### config.mk
export PLATFORM = sky130hd
export DESIGN_NAME = klein_key_sched
export DESIGN_NICKNAME = d
export VERILOG_FILES = /design/src/rtl/klein_key_sched.sv
export SDC_FILE = /design/constraint.sdc
export NUM_CORES = 1
export LEC_CHECK = 0
export BUFFER_PORTS_ARGS = -buffer_cell sky130_fd_sc_hd__buf_2
export CORE_MARGIN = 2
export CORE_UTILIZATION = 51
export DETAILED_ROUTE_END_ITERATION = 7
export HOLD_SLACK_MARGIN = 0.05
export PLACE_DENSITY_LB_ADDON = 0.08
export SLEW_MARGIN = 30
export SYNTH_ARGS = -nofsm -noshare
export SYNTH_HDL_FRONTEND = slang
export SYNTH_SLANG_ARGS = --single-unit
### constraint.sdc
create_clock -name clk -period 2.9 [get_ports clk]
set_input_delay 0.29 -clock clk [delete_from_list [all_inputs] [get_ports clk]]
set_output_delay 0.29 -clock clk [all_outputs]
set_load 0.02 [all_outputs]
### src/rtl/klein_key_sched.sv
// KLEIN key schedule: emits ROUNDS+1 round keys (one per cycle at most), each held until rk_ready.
// KLEIN_KS_STORE_EN adds a round-key store with 1-cycle readback on rd_addr; otherwise rd_data is 0.
module klein_key_sched #(
  parameter int KEY_W  = 80,
  parameter int ROUNDS = 16
) (
  input  logic             clk,
  input  logic             rst,
  input  logic             start,
  input  logic [KEY_W-1:0] key_in,
  output logic             rk_valid,
  input  logic             rk_ready,
  output logic [63:0]      rk_out,
  output logic [4:0]       rk_idx,
  output logic             busy,
  output logic             done,
  output logic [KEY_W-1:0] final_key,
  input  logic [4:0]       rd_addr,
  output logic [63:0]      rd_data
);

  localparam int HW = KEY_W / 2;
  localparam logic [4:0] LAST_IDX = 5'(ROUNDS);

  localparam logic [1:0] S_IDLE = 2'd0;
  localparam logic [1:0] S_EMIT = 2'd1;
  localparam logic [1:0] S_FIN  = 2'd2;

  function automatic logic [3:0] sbox(input logic [3:0] x);
    logic [3:0] y;
    case (x)
      4'h0: y = 4'h7;
      4'h1: y = 4'h4;
      4'h2: y = 4'hA;
      4'h3: y = 4'h9;
      4'h4: y = 4'h1;
      4'h5: y = 4'hF;
      4'h6: y = 4'hB;
      4'h7: y = 4'h0;
      4'h8: y = 4'hC;
      4'h9: y = 4'h3;
      4'hA: y = 4'h2;
      4'hB: y = 4'h6;
      4'hC: y = 4'h8;
      4'hD: y = 4'hE;
      4'hE: y = 4'hD;
      default: y = 4'h5;
    endcase
    return y;
  endfunction

  function automatic logic [7:0] sbox8(input logic [7:0] x);
    return {sbox(x[7:4]), sbox(x[3:0])};
  endfunction

  // Byte k of a half sits at [HW-1-8k -: 8]; byte 0 is the most significant.
  function automatic logic [KEY_W-1:0] ks_update(input logic [KEY_W-1:0] s, input logic [7:0] rc);
    logic [HW-1:0] a, b, ar, br, na, nb;
    a  = s[KEY_W-1 -: HW];
    b  = s[HW-1:0];
    ar = {a[HW-9:0], a[HW-1 -: 8]};
    br = {b[HW-9:0], b[HW-1 -: 8]};
    na = br;
    nb = ar ^ br;
    na[HW-17 -: 8] = na[HW-17 -: 8] ^ rc;
    nb[HW-9 -: 8]  = sbox8(nb[HW-9 -: 8]);
    nb[HW-17 -: 8] = sbox8(nb[HW-17 -: 8]);
    return {na, nb};
  endfunction

  logic [1:0]       fsm_q, fsm_d;
  logic [KEY_W-1:0] key_q, key_d;
  logic [7:0]       rc_q, rc_d;
  logic [4:0]       idx_q, idx_d;
  logic [KEY_W-1:0] fk_q, fk_d;
  logic             accept;

  assign accept = (fsm_q == S_EMIT) && rk_ready;

  always_comb begin
    fsm_d = fsm_q;
    key_d = key_q;
    rc_d  = rc_q;
    idx_d = idx_q;
    fk_d  = fk_q;
    case (fsm_q)
      S_IDLE: begin
        if (start) begin
          key_d = key_in;
          rc_d  = 8'd1;
          idx_d = 5'd0;
          fsm_d = S_EMIT;
        end
      end
      S_EMIT: begin
        if (accept) begin
          if (idx_q == LAST_IDX) begin
            fk_d  = key_q;
            fsm_d = S_FIN;
          end else begin
            key_d = ks_update(key_q, rc_q);
            rc_d  = rc_q + 8'd1;
            idx_d = idx_q + 5'd1;
          end
        end
      end
      S_FIN:   fsm_d = S_IDLE;
      default: fsm_d = S_IDLE;
    endcase
  end

  always_ff @(posedge clk) begin
    if (rst) begin
      fsm_q <= S_IDLE;
      key_q <= '0;
      rc_q  <= '0;
      idx_q <= '0;
      fk_q  <= '0;
    end else begin
      fsm_q <= fsm_d;
      key_q <= key_d;
      rc_q  <= rc_d;
      idx_q <= idx_d;
      fk_q  <= fk_d;
    end
  end

  assign rk_valid  = (fsm_q == S_EMIT);
  assign busy      = (fsm_q != S_IDLE);
  assign done      = (fsm_q == S_FIN);
  assign rk_out    = key_q[KEY_W-1 -: 64];
  assign rk_idx    = idx_q;
  assign final_key = fk_q;

`ifdef KLEIN_KS_STORE_EN
  logic [63:0] store_q [0:ROUNDS];
  logic [63:0] store_d [0:ROUNDS];
  logic [63:0] rd_q, rd_d;

  always_comb begin
    store_d = store_q;
    if (accept) store_d[idx_q] = rk_out;
    rd_d = (rd_addr <= LAST_IDX) ? store_q[rd_addr] : 64'd0;
  end

  always_ff @(posedge clk) begin
    if (rst) begin
      for (int k = 0; k <= ROUNDS; k++) store_q[k] <= '0;
      rd_q <= '0;
    end else begin
      store_q <= store_d;
      rd_q    <= rd_d;
    end
  end

  assign rd_data = rd_q;
`else
  logic unused_rd_addr;
  assign unused_rd_addr = ^rd_addr;
  assign rd_data        = 64'd0;
`endif

endmodule
==> results.ini, run 1 <==
[floorplanning]
die_x_um=137
dieArea_um2=18700
ios=305
fp.coreArea_um2=17200
start_util_pct=52.0
rows=48
die_h_um=137

[power]
p_int_mw=4.26
clkPwrFrac_pct=37.4
power_frac_seq_pct=43.7
ir_worst_vdd_mv=0.408
power_mw=6.25
sw_frac_of_total_pct=31.9
leakage_nw=4.29
power_frac_comb_pct=18.8
p_switching_mw=1.99
p_per_area_nw_per_um2=614

[layout]
num-fill-cells=1686
final_common_cell=nand2_1
final_cell_mix=298 x nand2_1, 234 x buf_2, 175 x dfxtp_1
fin_area_um2=10200
final_layout_size_suffix_gt1_share_pct=23.1
nets=1376
area_growth_pct=13.4

[place]
placed_area_um2=9580
io_buffer_count=235
dpl.hpwl_um=18000
place_congestion=0.911

[worst_setup_path]
critPathSlowestCell=or4_1
crit_arrival_ns=2.75
start_kind=flip-flop
crit_type=flip-flop to flip-flop
worstPathRequired_ns=3.25
endpoint_kind=flip-flop
cp_max_fo=27
cpPeakStageDelay_ns=0.58
r2r-start=rk_idx[0]$_SDFFE_PP0P_
path_cells=inv_1 -> ha_1 -> nor4bb_1 -> buf_4 -> a211o_2 -> or4_1 -> a211oi_1
startpoint=rk_idx[0]$_SDFFE_PP0P_

[clock_tree]
cts_max_level=4
cts_made_buffers=17
clkLatencyLatePin_ns=0.43
cts_resized=0
clock-sinks=175
clockBufferDepth=2
postCtsSetupRepairBufs=0
cts_tree=done
ctsHoldBuffers=0
clk_pin_slew_ns=0.07
clockRootBuffer=clkbuf_16

[timing]
max_freq_ghz=0.417
fin_tns_setup_ns=0
fin_worst_skew_ns=0.00718
rsz0062_at_grt=false
period_needed_ns=2.40
slew_viol_final=0
finalSetupViolCount=0
post-route-period-util_pct=82.8
finalHoldViolCount=0
slew_headroom_pct=40.9
worstMarginPinSlew_ns=0.884

[detailed_routing]
drc=0
ant_nets=0
vias=8119
drt_first_pass_iters=4
dr.first_iter.drc_count=637
routedWlPerCell_um=17.4
wl_um=26300
vias_per_cell=5.36

[yosys]
syn_inst=1148
synthDistinctLibCells=59
ys_warn_count=0
synth_ff_type=dfxtp_1
synth_edf_count=0
yosysSeqAreaShare_pct=39.1
syn-cell-area_um2=8970
async_flop_share_pct=0
ys_ff_latch=175
avgSynthCellArea_um2=7.81

[grt]
grt.total_usage_pct=27.7
grt_max_degree=109
grt_pass1_wl_um=40100
gr-total-overflow=0
grt_pass1_vias=7344
antenna_found_initial=3

[run]
drv_cap=0

[hold_path]
hold_class=primary input to flip-flop
hold_path.startpoint=key_in[76]

[run_status]
status=finished, final reports clean

kinds of logic (layout without fill, tap and decap cells):
group	Yosys count	in the layout	synth area share (%)
other cells	1	65	0.0418
xor+xnor	59	59	5.85
fa+ha+maj	11	11	1.53
compound gates	261	261	18.5
flops	175	175	39.1
buf+inv	222	299	14.9
simple gates	409	409	18.8
mux	10	10	1.21
power groups by stage:
stage	Combinational [mW]	Sequential, mW	Clock, mW
after floorplan	1.04	2.68	0
after CTS	1.17	2.73	2.37
after global placement	1.15	2.79	0
after global routing	1.30	2.75	2.48
after detailed placement	1.16	2.79	0
final	1.18	2.73	2.34
path summary, 6_finish.rpt:
kind | endpoint | slack (ns) | depth (start not counted)
min reg2reg | final_key[4]$_SDFFE_PP0P_ | 0.45 | 2
min | key_q[76]$_SDFFE_PP0P_ | 0.12 | 3
max reg2reg | key_q[26]$_SDFFE_PP0P_ | 0.50 | 7
max | key_q[26]$_SDFFE_PP0P_ | 0.50 | 7
area by class of cell:
type	instances	area (um^2)	share of cell area, %
antenna	1	2.50	0.0246
clock buffer	18	439	4.32
clock inverter	13	155	1.53
inverter	16	61.3	0.603
multi-input combinational	814	4390	43.1
sequential	175	3500	34.4
tap	225	282	2.77
timing repair buffer	252	1340	13.2
registers in the layout (all words and copies together) (netlist names):
signal,flops
fsm_q,2
rc_q,8
key_q,80
rk_idx,5
final_key,80
per-layer routing:
metal	global-route usage (%)	up-vias	part of all wire [%]
li1	-	3971	-
met1	38.6	3774	46
met2	42.1	325	44
met3	5.78	45	7.6
met4	10.2	4	2.3
met5	0	-	0.057
cells in the mapped netlist (all sizes together), types with 2 or more instances:
master	instances	area [um^2]
a2111oi	4	42.5
a211o	2	17.5
a211oi	6	50.1
a21oi	130	651
a22oi	5	37.5
a311oi	33	289
a31oi	8	50.1
and2	2	12.5
and3	3	18.8
buf	151	1070
clkbuf	55	206
dfxtp	175	3500
ha	11	138
inv	15	56.3
mux2	4	45.0
mux2i	6	63.8
nand2	298	1120
nand2b	2	12.5
nand3	14	70.1
nand3b	2	15.0
nand4	2	12.5
nor2	52	195
nor3	11	55.1
nor4b	6	52.6
o211ai	34	255
o21ai	16	80.1
o221ai	6	52.6
o22ai	4	25.0
o31ai	2	15.0
o32ai	5	43.8
or3	5	31.3
or3b	2	17.5
or4	4	30.0
xnor2	45	402
xor2	14	123
worst max-delay path, delay by kind of cell, from the launching register on:
family                     cells  cell delay, ns
AOI/OAI and AO/OA              2            0.77
adders and majority gates      1            0.20
and+or+nand+nor                2            0.72
DFF                            1            0.37
buffers and inverters          2            0.25
through the flow:
step / utilization [%] / hold slack, ns / setup slack [ns] / instances
2_1_floorplan: - / 0.416 / 0.701 / 1211
3_5_place_dp: 55.6 / 0.441 / 0.511 / 1482
6_report: 59.0 / 0.120 / 0.500 / 1514
4_1_cts: 59.0 / 0.109 / 0.493 / 1513
5_1_grt: 59.0 / 0.125 / 0.392 / 1514
3_3_place_gp: 55.6 / 0.436 / 0.538 / 1482
No activity file was read; power rests on OpenSTA's default activity.
==> inputs of run 2 (changes only) <==
==> constraint.sdc (replaced) <==
create_clock -name clk -period 2.4 [get_ports clk]
set_input_delay 0.24 -clock clk [delete_from_list [all_inputs] [get_ports clk]]
set_output_delay 0.24 -clock clk [all_outputs]
set_load 0.02 [all_outputs]
==> run 2 against run 1 <==
Sequential power rose by 20%. Fmax rose by 4.5%. Register-to-register slack got worse by 0.40 ns. Worst setup slack got worse by 0.40 ns. Via count rose by 2.0%. Non-clock buffer count rose by 22.
==> results.ini, run 2 (synthesized netlist as in run 1, its figures left out) <==
[run_status]
status=finished, final reports clean

[worst_setup_path]
endpoint_kind=flip-flop
path_cells=inv_1 -> ha_1 -> nor4bb_1 -> buf_4 -> a211o_2 -> buf_4 -> a2111oi_0 -> a211oi_1
path_buf_inv=3
cpPeakStageDelay_ns=0.50
crit_type=flip-flop to flip-flop
start_kind=flip-flop
worstPathRequired_ns=2.70
cp_max_fo=17
critPathSlowestCell=a211o_2
crit_arrival_ns=2.60
crit_family=compound AO/OA/AOI/OAI gates
crit_path_frequent_cell=buf_4

[place]
dpl.hpwl_um=18900
io_buffer_count=235
pre_cts_ws_ns=0.127
place_congestion=0.903

[grt]
grt_pass1_vias=7234
grt.total_usage_pct=27.9
grt_max_degree=81
grt_pass1_wl_um=40000
gr-total-overflow=0
antenna_found_initial=3

[floorplanning]
die_h_um=137
ios=305
die_x_um=137
rows=48
fp.coreArea_um2=17200
start_util_pct=52.0
dieArea_um2=18700

[detailed_routing]
vias=8281
vias_per_cell=5.39
wl_um=26500
routedWlPerCell_um=17.3
ant_nets=0
dr.first_iter.drc_count=602
drc=0
drt_first_pass_iters=5

[clock_tree]
clk_pin_slew_ns=0.07
clockBufferDepth=2
cts_made_buffers=17
clockRootBuffer=clkbuf_16
clock-sinks=175
cts_tree=done
cts_max_level=4
clkLatencyLatePin_ns=0.43
cts_resized=0

[power]
ir_worst_vdd_mv=0.515
p_per_area_nw_per_um2=736
leakage_nw=4.42

[timing]
worstMarginPinSlew_ns=0.881
fin_worst_skew_ns=0.00707
slew_headroom_pct=41.3
finalSetupViolCount=0
fin_ws_ns=0.102
post-route-period-util_pct=95.7
slew_viol_final=0
period_needed_ns=2.30
finalHoldViolCount=0
max_freq_ghz=0.435
fin_tns_setup_ns=0
rsz0062_at_grt=false

[layout]
area_growth_pct=15.4
nets=1398
final_cell_mix=298 x nand2_1, 234 x buf_2, 175 x dfxtp_1
final_common_cell=nand2_1
final_layout_size_suffix_gt1_share_pct=24.3
num-fill-cells=1648

[run]
drv_cap=0

[hold_path]
hold_class=primary input to flip-flop

-- run 2: cell types whose count changed in the layout (fill, tap and decap cells not counted), sizes merged --
cell / before / now
buf: 252 / 273
clkinvlp: 5 / 1
clkinv: 2 / 5
clkbuf: 18 / 20
dlygate4sd3: 0 / 1
-- run 2: path summary, 6_finish.rpt --
kind                              startpoint                         end  slack, ns  depth (start not counted)
setup / recovery      rk_idx[0]$_SDFFE_PP0P_      key_q[26]$_SDFFE_PP0P_       0.10                          8
hold / removal                    key_in[78]      key_q[78]$_SDFFE_PP0P_       0.07                          3
setup reg to reg      rk_idx[0]$_SDFFE_PP0P_      key_q[26]$_SDFFE_PP0P_       0.10                          8
hold reg to reg   final_key[15]$_SDFFE_PP0P_  final_key[15]$_SDFFE_PP0P_       0.45                          2
-- run 2: stage by stage --
step                hold slack, ns  instance area (um^2)  instances  utilization [%]  power [mW]
finish                      0.0651                 10400       1537             60.1        7.62
global route                0.0676                 10400       1537             60.1        7.94
CTS                         0.0557                 10400       1536             60.1        7.66
detailed placement           0.440                  9750       1503             56.5        4.84
global placement             0.435                  9750       1503             56.5        4.83
floorplan                    0.366                  9210       1211                -        4.50
-- run 2: layout make-up --
| type | count | area (um^2) | share of cell area (%) |
|---|---|---|---|
| inverters | 16 | 61.3 | 0.592 |
| clock buffers | 20 | 447 | 4.31 |
| diodes | 1 | 2.50 | 0.0242 |
| multi-input cells | 814 | 4390 | 42.4 |
| repair buffers | 274 | 1520 | 14.7 |
| well taps | 225 | 282 | 2.72 |
| flip-flops and latches | 175 | 3500 | 33.8 |
| clock inverters | 12 | 149 | 1.44 |
-- run 2: metal layers --
layer / part of all wire (%) / GRT usage [%]
met4: 1.7 / 8.39
met1: 44 / 38.5
met5: 0.049 / 0
met3: 8.4 / 5.70
met2: 46 / 43.8
-- run 2: power by group --
group          internal, mW  leakage [nW]  switching, mW  total (mW)
registers              3.04          1.43          0.239        3.28
clock network          1.59         0.289           1.24        2.83
logic                 0.570          2.71          0.943        1.51
total                  5.20          4.42           2.42        7.62
-- run 2: worst min-delay path: cells and delay by family --
| kind | cells | cell delay (ns) |
|---|---|---|
| buffers and inverters | 1 | 0.09 |
| AO/OA/AOI/OAI | 1 | 0.07 |
| AND/OR/NAND/NOR | 1 | 0.04 |
-- run 2: timing repair --
action	CTS	global route
hold buffers	1	0
buffers inserted	0	0
endpoints found under the hold margin	1	0
